## config.mk

```make
export PLATFORM = sky130hd
export DESIGN_NAME = i2c_data_path
export DESIGN_NICKNAME = d
export VERILOG_FILES = /design/src/rtl/i2c_data_path.sv
export SDC_FILE = /design/constraint.sdc
export NUM_CORES = 1
export LEC_CHECK = 0
export BUFFER_PORTS_ARGS = -buffer_cell sky130_fd_sc_hd__buf_4
export CELL_PAD_IN_SITES_DETAIL_PLACEMENT = 0
export CELL_PAD_IN_SITES_GLOBAL_PLACEMENT = 1
export CORE_ASPECT_RATIO = 0.8
export CORE_MARGIN = 3
export CORE_UTILIZATION = 36
export DETAILED_ROUTE_END_ITERATION = 10
export PLACE_DENSITY = 0.85
export SLEW_MARGIN = 20
export SYNTH_ARGS = -nofsm -noshare
export SYNTH_HDL_FRONTEND = slang
export SYNTH_SLANG_ARGS = --single-unit
```

## constraint.sdc

```tcl
create_clock -name clock -period 1.5 [get_ports clock]
set_input_delay 0.075 -clock clock [delete_from_list [all_inputs] [get_ports clock]]
set_output_delay 0.075 -clock clock [all_outputs]
set_load 0.01 [all_outputs]
```

## src/rtl/i2c_data_path.sv

```systemverilog
// Byte-level SDA data path for an I2C master: shifts TxByte out MSB first on SCL
// falling edges, shifts received bits in on SCL rising edges, and samples the slave ack.
module i2c_data_path (
  input  logic       clock,
  input  logic       Reset,
  input  logic       ClockI2C,
  input  logic       WriteLoad,
  input  logic       ReadorWrite,
  input  logic       ShiftorHold,
  input  logic       Select,
  input  logic       StartStopAck,
  input  logic [7:0] TxByte,
  input  logic       SDAin,
  output logic       SDAout,
  output logic [7:0] RxByte,
  output logic       RxValid,
  output logic       AckError,
  output logic [3:0] BitCount
);

  logic       clock_i2c_d;
  logic [7:0] shift_reg;
  logic [7:0] shift_in;
  logic       pos_strobe;
  logic       neg_strobe;
  logic       can_shift;
  logic       write_shift;
  logic       read_shift;
  logic       ack_sample;
  logic       sda_next;

  // SCL is sampled as data; strobes are one clock wide by construction.
  assign pos_strobe  = ClockI2C & ~clock_i2c_d;
  assign neg_strobe  = ~ClockI2C & clock_i2c_d;
  assign can_shift   = ShiftorHold && (BitCount < 4'd8);
  assign write_shift = neg_strobe && can_shift && !ReadorWrite;
  assign read_shift  = pos_strobe && can_shift && ReadorWrite;
  assign ack_sample  = pos_strobe && !Select && ReadorWrite;
  assign shift_in    = {shift_reg[6:0], SDAin};

  always_comb begin
    sda_next = 1'b1;
    if (!ReadorWrite) begin
      sda_next = Select ? shift_reg[7] : StartStopAck;
    end
  end

  // RxValid is a one-cycle strobe with no back-pressure: the consumer must take
  // RxByte in the cycle RxValid is high; RxByte then holds until the next byte.
  always_ff @(posedge clock) begin
    if (Reset) begin
      clock_i2c_d <= 1'b0;
      shift_reg   <= 8'h00;
      BitCount    <= 4'd0;
      RxByte      <= 8'h00;
      RxValid     <= 1'b0;
      AckError    <= 1'b0;
      SDAout      <= 1'b1;
    end else begin
      clock_i2c_d <= ClockI2C;
      RxValid     <= 1'b0;
      SDAout      <= sda_next;
      if (WriteLoad) begin
        shift_reg <= TxByte;
        BitCount  <= 4'd0;
      end else if (write_shift) begin
        shift_reg <= {shift_reg[6:0], 1'b0};
        BitCount  <= BitCount + 4'd1;
      end else if (read_shift) begin
        shift_reg <= shift_in;
        BitCount  <= BitCount + 4'd1;
        if (BitCount == 4'd7) begin
          RxByte  <= shift_in;
          RxValid <= 1'b1;
        end
      end
      if (ack_sample) begin
        AckError <= SDAin;
      end
    end
  end

endmodule

```

==> parameters.txt, run 1 <==
Parameter                              Value

Detailed routing
  Routed vias ... 871
  WL/cell ... 13.1 um
  Detailed-route vias per instance ... 4.87
  Antenna-violating nets left ... 0
  DRT Pass-1 Iters ... 4
  DRT Wirelength ... 2.35 mm
  Highest metal used ... met4
  Residual DRC count ... 0
  DRT met1 WL ... 1.16 mm
  Met2 layer wire length in the routed design ... 1.01 mm
  Iteration-0 DRC count of the detailed router ... 23
  Met3 wire len ... 170 um

STA
  Relative slew margins ... 79.3%
  # setup viols final ... 0
  Peak Freq ... 0.681 GHz
  Slack of the critical path ... 0.0311 ns
  Worst clock skew ... 0.0100 ns
  Count of endpoints failing hold in the final timing report ... 0
  Final period demand of the worst path ... 1.47 ns
  Max-slew violations ... 0
  Share of the clock period used by the worst path ... 97.9%
  Final TNS setup ... 0 ns
  Slew at the pin closest to its max-slew limit ... 0.310 ns
  RSZ-0062 raised after global routing ... yes

Clock network
  Number of buffers inserted during clock tree synthesis ... 3
  Maximum buffer depth of the clock tree ... 2
  Clock tree root driver cell ... clkbuf_4
  Clock latency on the worst-skew pair ... 0.31 ns
  Register clock-pin slew on the reported worst setup and hold paths ... 0.13 ns
  TritonCTS clock tree ... built
  Number of H-tree branching levels ... 1
  Clk sinks ... 24

Global routing
  Overall fraction of global-route tracks in use ... 14.1%
  Initial antenna violation count ... 0
  Number of global-route vias before repair ... 822
  Pin count of the biggest net entering global routing ... 25
  Remaining global-route overflow ... 0
  Wire length of the first global-routing pass ... 3.77 mm

Worst setup path
  List of cells traversed by the critical path ... ha_4 -> nand2_2 -> nor4_4 -> buf_4 -> mux2i_1 -> nor2_1
  Maximum net fanout on the critical path ... 4
  Slowest Stage Delay on Critical Path ... 0.39 ns
  Kind of end point of the critical path ... flop
  Worst reg2reg path endpoint ... RxByte[4]
  Number of cell instances on the worst register-to-register path ... 6
  Buf+Inv Stages, Crit Path ... 1
  Required time of the critical path ... 1.70 ns
  CP arrival ... 1.67 ns
  Largest delay share family, worst path ... simple AND/OR/NAND/NOR gates
  CP max-delay cell ... dfxtp_2
  Setup crit start kind ... flop
  Slack of the worst reg-to-reg path ... 0.03 ns
  Crit Path Class ... flop to flop
  Critical register-to-register path startpoint ... BitCount[1]

Floorplan
  Initial Util ... 39.8%
  Number of top-level pins ... 32
  Number of placement rows ... 16
  Die Outline Area ... 3530 um^2
  Core Box Area ... 2580 um^2
  Chip Height ... 53.8 um
  Die Width ... 65.7 um

Finish
  Post-layout util ... 55.8%
  Number of antenna diodes ... 0
  Most used cells in the layout excluding fill and tap cells ... 35 x buf_4, 22 x dfxtp_1, 10 x nor2_1
  Multi-input gate area ... 532 um^2
  Number of nets at the end of the flow ... 163
  Share of post-route cells with drive strength above 1 ... 42.7%
  Storage element area ... 483 um^2
  Most frequent standard cell in the layout excluding fill and tap cells ... buf_4
  Number of filler instances in the final layout ... 236
  Synthesis-to-finish area growth ... 40.2%

Synth
  Synthesized cell area ... 1030 um^2
  Simple-gate portion of the synthesized area ... 15.7%
  Area share of fa/ha/maj cells after synthesis ... 1.22%
  Number of distinct library cells after synthesis ... 24
  Gate count after technology mapping ... 104
  Combinational family with the most area after synthesis ... compound AO/OA/AOI/OAI gates
  Synthesized-area fraction occupied by xor and xnor cells ... 1.71%
  Post-Synthesis Mean Instance Area ... 9.88 um^2
  Number of warnings issued by yosys ... 0
  Post-synthesis sequential element count ... 24
  Synth Area in Compound Gates ... 19.7%
  Net count after synthesis ... 122
  Multiplexer area fraction after synthesis ... 9.74%
  Sequential area share after synthesis ... 46.8%

Power and ir drop
  Leakage component of the power ... 0.000586 uW
  Total power per unit cell area ... 769 nW/um^2
  Total chip power ... 1110 uW
  Largest voltage drop on the vdd net ... 0.514 mV

Hold path
  Hold wc startpoint ... ClockI2C
  Worst hold path type ... input pin to flop
  Number of cells on the worst hold path ... 2
  Capture endpoint of the worst hold path ... clock_i2c_d

Flow run
  Reported max-cap violation count ... 0

Placement
  Hpwl dp ... 1.62 mm
  GPL Wtd Cong ... 0.671
  Worst setup timing slack at the placement stage ... 0.0170 ns
  Number of input and output port buffers inserted ... 31

Run status
  Outcome ... complete, no violations
## through the flow
stage	instance area, um^2	cells	hold slack [ns]
floorplan	1030	104	0.141
global placement	1320	170	0.285
detailed placement	1320	170	0.291
CTS	1380	177	0.00321
global route	1440	179	0.000539
finish	1440	179	0.00227
## cell type report
class | instances | area share (%)
clock buffers | 3 | 1.56
inverters | 8 | 2.09
multi-input cells | 67 | 36.9
flip-flops and latches | 24 | 33.5
well taps | 36 | 3.13
repair buffers | 41 | 22.8
## what timing repair did
| action | in CTS | in global routing |
|---|---|---|
| gates resized for setup | 0 | 15 |
| endpoints found under the hold margin | 1 | 0 |
| cloned | 0 | 1 |
| endpoints found under the setup margin | 2 | 13 |
| pin swaps | 1 | 2 |
| buffers inserted | 2 | 1 |
| hold buffers | 2 | 0 |
## cells by family after synthesis
| logic type | count (synthesis) |
|---|---|
| and+or+nand+nor | 32 |
| DFF | 24 |
| AOI/OAI and AO/OA | 22 |
| buffers and inverters | 13 |
| muxes | 10 |
| xor gates and xnor gates | 2 |
| adders and majority gates | 1 |
## worst max-delay path by stage
stage | start | endpoint | slack, ns | cells past startpoint
2_1_floorplan | clock_i2c_d | RxByte[0] | 0.11 | 5
3_3_place_gp | clock_i2c_d | shift_reg[2] | 0.06 | 4
3_5_place_dp | clock_i2c_d | shift_reg[4] | 0.02 | 4
4_1_cts | BitCount[3] | RxByte[7] | 0.06 | 5
5_1_grt | BitCount[1] | RxByte[7] | -0.04 | 6
6_report | BitCount[1] | RxByte[4] | 0.03 | 6
## metal layers
metal  vias to the layer above  GRT usage, %
met5                         -             0
met4                         0          2.76
met2                        25          22.6
li1                        444             -
met3                         2          5.43
met1                       400          18.2
## cell usage after synthesis, drive strengths merged
cell | number | area share (%)
dfxtp | 24 | 47
a21oi | 10 | 6.0
mux2i | 10 | 9.7
nand2 | 10 | 3.7
nor2 | 10 | 3.7
inv | 8 | 2.9
a221oi | 7 | 10
nor3 | 5 | 3.4
clkbuf | 4 | 1.5
nand3b | 2 | 1.5
nor2b | 2 | 1.2
xnor2 | 2 | 1.7
a211oi | 1 | 0.73
a21o | 1 | 0.73
a22oi | 1 | 0.73
a41oi | 1 | 0.85
buf | 1 | 0.73
ha | 1 | 1.2
nand2b | 1 | 0.61
nor4 | 1 | 0.61
o21ai | 1 | 0.49
or3b | 1 | 1.1
## where the power goes
group	switching (uW)	total (uW)	internal, uW
registers	14.3	672	657
clock network	189	283	93.9
logic	75.5	153	77.8
total	279	1110	829
Power figures use the tool's default switching activity.
==> inputs of run 2 (changes only) <==
--- a/config.mk
+++ b/config.mk
@@ -13,6 +13,7 @@
 export CORE_UTILIZATION = 36
 export DETAILED_ROUTE_END_ITERATION = 10
 export PLACE_DENSITY = 0.85
+export RECOVER_POWER = 25
 export SLEW_MARGIN = 20
 export SYNTH_ARGS = -nofsm -noshare
 export SYNTH_HDL_FRONTEND = slang
==> parameters.txt, run 2 (synthesized netlist as in run 1, its figures left out) <==
Parameter                              Value

Detailed routing
  DRT met1 WL ... 1.18 mm (+1.7%)
  Antenna-violating nets left ... 0 (unchanged)
  Residual DRC count ... 0 (unchanged)
  Iteration-0 DRC count of the detailed router ... 21 (-8.7%)
  DRT Pass-1 Iters ... 4 (unchanged)
  WL/cell ... 13.2 um (+0.64%)
  Routed vias ... 864 (-0.80%)
  Met2 layer wire length in the routed design ... 1.01 mm (-0.40%)
  Highest metal used ... met4
  Detailed-route vias per instance ... 4.83 (-0.80%)
  DRT Wirelength ... 2.37 mm (+0.64%)
  Met3 wire len ... 168 um (-1.2%)

STA
  Final period demand of the worst path ... 1.47 ns (+0.000772 ns)
  Worst clock skew ... 0.0104 ns (+0.000356 ns)
  Final hold slack ... 0.00242 ns (+0.000151 ns)
  Slew at the pin closest to its max-slew limit ... 0.314 ns (+0.00361 ns)
  Max-slew violations ... 0 (unchanged)
  Relative slew margins ... 79.1% (-0.24 points)
  Peak Freq ... 0.680 GHz (about the same)
  # setup viols final ... 0 (unchanged)
  RSZ-0062 raised after global routing ... yes
  Count of endpoints failing hold in the final timing report ... 0 (unchanged)
  Share of the clock period used by the worst path ... 98.0% (about the same)

Global routing
  Remaining global-route overflow ... 0 (unchanged)
  Wire length of the first global-routing pass ... 3.77 mm (unchanged)
  Pin count of the biggest net entering global routing ... 25 (unchanged)
  Number of global-route vias before repair ... 822 (unchanged)
  Overall fraction of global-route tracks in use ... 14.1% (unchanged)
  Initial antenna violation count ... 0 (unchanged)

Finish
  Most frequent standard cell in the layout excluding fill and tap cells ... buf_4
  Number of filler instances in the final layout ... 241 (+2.1%)
  Synthesis-to-finish area growth ... 37.6%
  Number of antenna diodes ... 0 (unchanged)
  Multi-input gate area ... 532 um^2 (unchanged)
  Share of post-route cells with drive strength above 1 ... 37.8% (-4.9 points)
  Most used cells in the layout excluding fill and tap cells ... 28 x buf_4, 22 x dfxtp_1, 10 x nor2_1
  Number of nets at the end of the flow ... 163 (unchanged)
  Storage element area ... 483 um^2 (unchanged)

Placement
  Number of input and output port buffers inserted ... 31 (unchanged)
  Hpwl dp ... 1.62 mm (unchanged)
  GPL Wtd Cong ... 0.671 (unchanged)

Hold path
  Number of cells on the worst hold path ... 2 (unchanged)
  Worst hold path type ... input pin to flop

Power and ir drop
  Cell internal pwr ... 827 uW (-0.21%)
  Leakage component of the power ... 0.000557 uW (-4.9%)
  Total chip power ... 1110 uW (-0.14%)
  Portion of total power attributed to the clock network ... 25.6% (about the same)
  Total power per unit cell area ... 783 nW/um^2 (+1.7%)
  Share of power burned in combinational logic ... 13.7% (about the same)
  Switching power summed over all nets ... 279 uW (about the same)
  Largest voltage drop on the vdd net ... 0.513 mV (-0.24%)
  Net switching fraction of the power ... 25.2% (+0.053 points)
  Proportion of power drawn by flip-flops and latches ... 60.7% (about the same)

Floorplan
  Die Outline Area ... 3530 um^2 (unchanged)
  Initial Util ... 39.8% (unchanged)
  Core Box Area ... 2580 um^2 (unchanged)
  Chip Height ... 53.8 um (unchanged)
  Number of placement rows ... 16 (unchanged)
  Die Width ... 65.7 um (unchanged)
  Number of top-level pins ... 32 (unchanged)

Worst setup path
  Slack of the worst reg-to-reg path ... 0.03 ns (about the same)
  Slowest Stage Delay on Critical Path ... 0.39 ns (about the same)
  Worst reg2reg path endpoint ... RxByte[6]
  Critical register-to-register path startpoint ... BitCount[1]
  Critical Path Start ... BitCount[1]
  Crit Path Class ... flop to flop
  Number of cell instances on the worst register-to-register path ... 6 (unchanged)
  Worst setup endpoint ... RxByte[6]
  Required time of the critical path ... 1.70 ns (about the same)
  Setup crit start kind ... flop
  CP arrival ... 1.67 ns (about the same)
  Maximum net fanout on the critical path ... 4 (unchanged)
  CP max-delay cell ... dfxtp_2
  Kind of end point of the critical path ... flop
  Largest delay share family, worst path ... simple AND/OR/NAND/NOR gates
  Number of cells on the critical path ... 6 (unchanged)
  List of cells traversed by the critical path ... ha_4 -> nand2_2 -> nor4_4 -> buf_4 -> mux2i_1 -> nor2_1
  Buf+Inv Stages, Crit Path ... 1 (unchanged)

Clock network
  Clock tree root driver cell ... clkbuf_4
  Clock latency on the worst-skew pair ... 0.31 ns (about the same)
  Maximum buffer depth of the clock tree ... 2 (unchanged)
  Register clock-pin slew on the reported worst setup and hold paths ... 0.13 ns (about the same)
  Clk sinks ... 24 (unchanged)
  TritonCTS clock tree ... built
  Number of buffers inserted during clock tree synthesis ... 3 (unchanged)
  Number of H-tree branching levels ... 1 (unchanged)

Flow run
  Reported max-cap violation count ... 0 (unchanged)

Run status
  Outcome ... complete, no violations
-- run 2: power groups by stage --
| stage | Combinational (uW) | Sequential (uW) | Clock, uW |
|---|---|---|---|
| floorplan | 77.3 | 683 | 0 |
| global placement | 134 | 685 | 0 |
| detailed placement | 139 | 685 | 0 |
| CTS | 147 | 671 | 291 |
| global route | 167 | 675 | 306 |
| finish | 152 | 672 | 283 |
-- run 2: how the worst min path moves through the flow --
stage / start / end
2_1_floorplan: Reset / shift_reg[1]
6_report: ClockI2C / clock_i2c_d
4_1_cts: ClockI2C / clock_i2c_d
5_1_grt: ClockI2C / clock_i2c_d
3_3_place_gp: ReadorWrite / SDAout
3_5_place_dp: ReadorWrite / SDAout
-- run 2: through the flow --
step	util (%)	TNS, ns	cell area [um^2]	worst slack (ns)	instances
2_1_floorplan	-	0	1030	0.108	104
3_3_place_gp	51.1	0	1320	0.0581	170
3_5_place_dp	51.1	0	1320	0.0170	170
4_1_cts	53.3	0	1380	0.0635	177
5_1_grt	54.7	-0.158	1410	-0.0351	179
6_report	54.7	0	1410	0.0303	179
-- run 2: cell type report --
class / instances / area share, %
repair buffers: 41 / 21.3
multi-input cells: 67 / 37.6
flip-flops and latches: 24 / 34.2
clock buffers: 3 / 1.59
inverters: 8 / 2.12
well taps: 36 / 3.19
-- run 2: repair_timing --
item	4_1_cts	5_1_grt
hold endpoints to repair	1	0
pin swaps	1	2
resized for setup	0	15
setup buffers	2	1
hold buffers	2	0
gates cloned	0	1
endpoints found under the setup margin	2	13
-- run 2: routing by layer --
| metal | vias to the layer above | track usage [%] |
|---|---|---|
| met5 | - | 0 |
| met4 | 0 | 2.76 |
| met3 | 2 | 5.43 |
| met2 | 25 | 22.6 |
| met1 | 394 | 18.2 |
| li1 | 443 | - |
==> inputs of run 3 (changes only) <==
--- a/config.mk
+++ b/config.mk
@@ -9,7 +9,7 @@
 export CELL_PAD_IN_SITES_DETAIL_PLACEMENT = 0
 export CELL_PAD_IN_SITES_GLOBAL_PLACEMENT = 1
 export CORE_ASPECT_RATIO = 0.8
-export CORE_MARGIN = 3
+export CORE_MARGIN = 5
 export CORE_UTILIZATION = 36
 export DETAILED_ROUTE_END_ITERATION = 10
 export PLACE_DENSITY = 0.85
==> parameters.txt, run 3 (synthesized netlist as in run 1, its figures left out) <==
Parameter                              Value

Detailed routing
  Antenna-violating nets left ... 0 (unchanged)
  WL/cell ... 14.0 um (+5.9%)
  DRT Pass-1 Iters ... 4 (unchanged)
  Detailed-route vias per instance ... 4.92 (+1.8%)
  Residual DRC count ... 0 (unchanged)
  Iteration-0 DRC count of the detailed router ... 30 (+43%)
  Routed vias ... 929 (+7.5%)
  DRT Wirelength ... 2.65 mm (+12%)

Finish
  Most frequent standard cell in the layout excluding fill and tap cells ... buf_4
  Post-layout util ... 54.4% (-0.30 points)
  Final instance count without filler cells ... 189 (+5.6%)
  Number of antenna diodes ... 0 (unchanged)
  Share of post-route cells with drive strength above 1 ... 37.1% (-0.68 points)
  Number of nets at the end of the flow ... 170 (+4.3%)
  Number of filler instances in the final layout ... 257 (+6.6%)
  Synthesis-to-finish area growth ... 45.4%
  Most used cells in the layout excluding fill and tap cells ... 32 x buf_4, 21 x dfxtp_1, 10 x mux2i_1, 10 x nor2_1

STA
  # setup viols final ... 0 (unchanged)
  Count of endpoints failing hold in the final timing report ... 0 (unchanged)
  Slack of the critical path ... 0.0366 ns (+0.00625 ns)
  Slew at the pin closest to its max-slew limit ... 0.326 ns (+0.0127 ns)
  Share of the clock period used by the worst path ... 97.6% (-0.42 points)
  Max-slew violations ... 0 (unchanged)
  RSZ-0062 raised after global routing ... yes
  Peak Freq ... 0.683 GHz (+0.43%)
  Worst clock skew ... 0.00185 ns (-0.00851 ns)
  Final period demand of the worst path ... 1.46 ns (-0.00625 ns)
  Relative slew margins ... 78.1% (-0.98 points)
  Final hold slack ... 0.00650 ns (+0.00408 ns)

Worst setup path
  Kind of end point of the critical path ... flop
  Crit Path Class ... flop to flop
  Required time of the critical path ... 1.72 ns (+0.02 ns)
  Maximum net fanout on the critical path ... 5 (+1)
  CP arrival ... 1.68 ns (about the same)
  Setup crit start kind ... flop

Clock network
  Clock latency on the worst-skew pair ... 0.32 ns (about the same)
  Number of buffers inserted during clock tree synthesis ... 3 (unchanged)
  Clock tree root driver cell ... clkbuf_4
  Maximum buffer depth of the clock tree ... 2 (unchanged)
  Clk sinks ... 24 (unchanged)
  Register clock-pin slew on the reported worst setup and hold paths ... 0.12 ns (about the same)
  Number of H-tree branching levels ... 1 (unchanged)
  TritonCTS clock tree ... built

Power and ir drop
  Largest voltage drop on the vdd net ... 0.474 mV (-7.6%)
  Total power per unit cell area ... 788 nW/um^2 (+0.63%)
  Leakage component of the power ... 0.000613 uW (+10%)
  Total chip power ... 1180 uW (+6.3%)

Run status
  Outcome ... complete, no violations

Global routing
  Pin count of the biggest net entering global routing ... 25 (unchanged)
  Overall fraction of global-route tracks in use ... 13.2% (-0.85 points)
  Number of global-route vias before repair ... 949 (+15%)
  Wire length of the first global-routing pass ... 4.30 mm (+14%)
  Initial antenna violation count ... 0 (unchanged)
  Remaining global-route overflow ... 0 (unchanged)

Floorplan
  Number of placement rows ... 17 (+1)
  Die Width ... 69.7 um (+6.1%)
  Die Outline Area ... 4030 um^2 (+14%)
  Initial Util ... 37.4% (-2.3 points)
  Core Box Area ... 2740 um^2 (+6.2%)
  Number of top-level pins ... 32 (unchanged)
  Chip Height ... 57.8 um (+7.4%)

Placement
  Number of input and output port buffers inserted ... 31 (unchanged)
  Hpwl dp ... 1.75 mm (+7.6%)
  Placed instance count ... 172 (+1.2%)
  Worst setup timing slack at the placement stage ... -0.0273 ns (-0.0444 ns)
  GPL Wtd Cong ... 0.700 (+4.4%)

Hold path
  Worst hold path type ... input pin to flop

Flow run
  Reported max-cap violation count ... 0 (unchanged)
==> run 3: cell count changes in the layout (fill, tap and decap cells not counted), sizes merged <==
cell	before	now
dlygate4sd3	2	8
buf	32	34
==> run 3: timing repair <==
item | in CTS | in global routing
hold buffers | 5 | 3
setup endpoints to repair | 7 | 15
endpoints found under the hold margin | 4 | 3
resized for setup | 0 | 15
cloned | 0 | 1
pin swaps | 1 | 6
buffers inserted | 2 | 2
==> run 3: report_power, final <==
| group | leakage (uW) | total [uW] | internal, uW | switching [uW] |
|---|---|---|---|---|
| Clock | 0.0000210 | 343 | 149 | 194 |
| Combinational | 0.000395 | 162 | 82.1 | 79.6 |
| Sequential | 0.000197 | 672 | 658 | 14.4 |
| Total | 0.000613 | 1180 | 888 | 288 |
==> run 3: worst paths after layout <==
path | start | to | slack, ns | cells past startpoint
max | BitCount[1] | RxByte[6] | 0.04 | 6
min | TxByte[3] | shift_reg[3] | 0.007 | 3
max reg2reg | BitCount[1] | RxByte[6] | 0.04 | 6
min reg2reg | shift_reg[7] | shift_reg[7] | 0.50 | 2
==> run 3: cell type report <==
type	instances	area (um^2)	share of cell area (%)
multi-input cells	67	531	35.5
flip-flops and latches	24	484	32.4
repair buffers	48	365	24.5
well taps	38	47.5	3.18
clock buffers	4	36.3	2.43
inverters	8	30.0	2.01
==> run 3: metal layers <==
layer	vias to the layer above	GRT usage, %	share of wire [%]
li1	456	-	-
met1	439	14.6	44
met2	28	22.6	47
met3	6	6.07	7.7
met4	0	5.19	1.1
met5	-	0	0
==> run 3: worst max-delay path: stages, from the launching register on <==
cell	delay, ns
dfxtp_2	0.38
ha_4	0.15
nand2_4	0.05
nor4_4	0.33
buf_6	0.19
mux2i_1	0.19
nor2_1	0.06
==> run 3: stage by stage <==
| step | cell area, um^2 | setup TNS, ns |
|---|---|---|
| finish | 1490 | 0 |
| global route | 1490 | -0.425 |
| CTS | 1420 | 0 |
| detailed placement | 1320 | -0.0336 |
| global placement | 1320 | 0 |
| floorplan | 1030 | 0 |
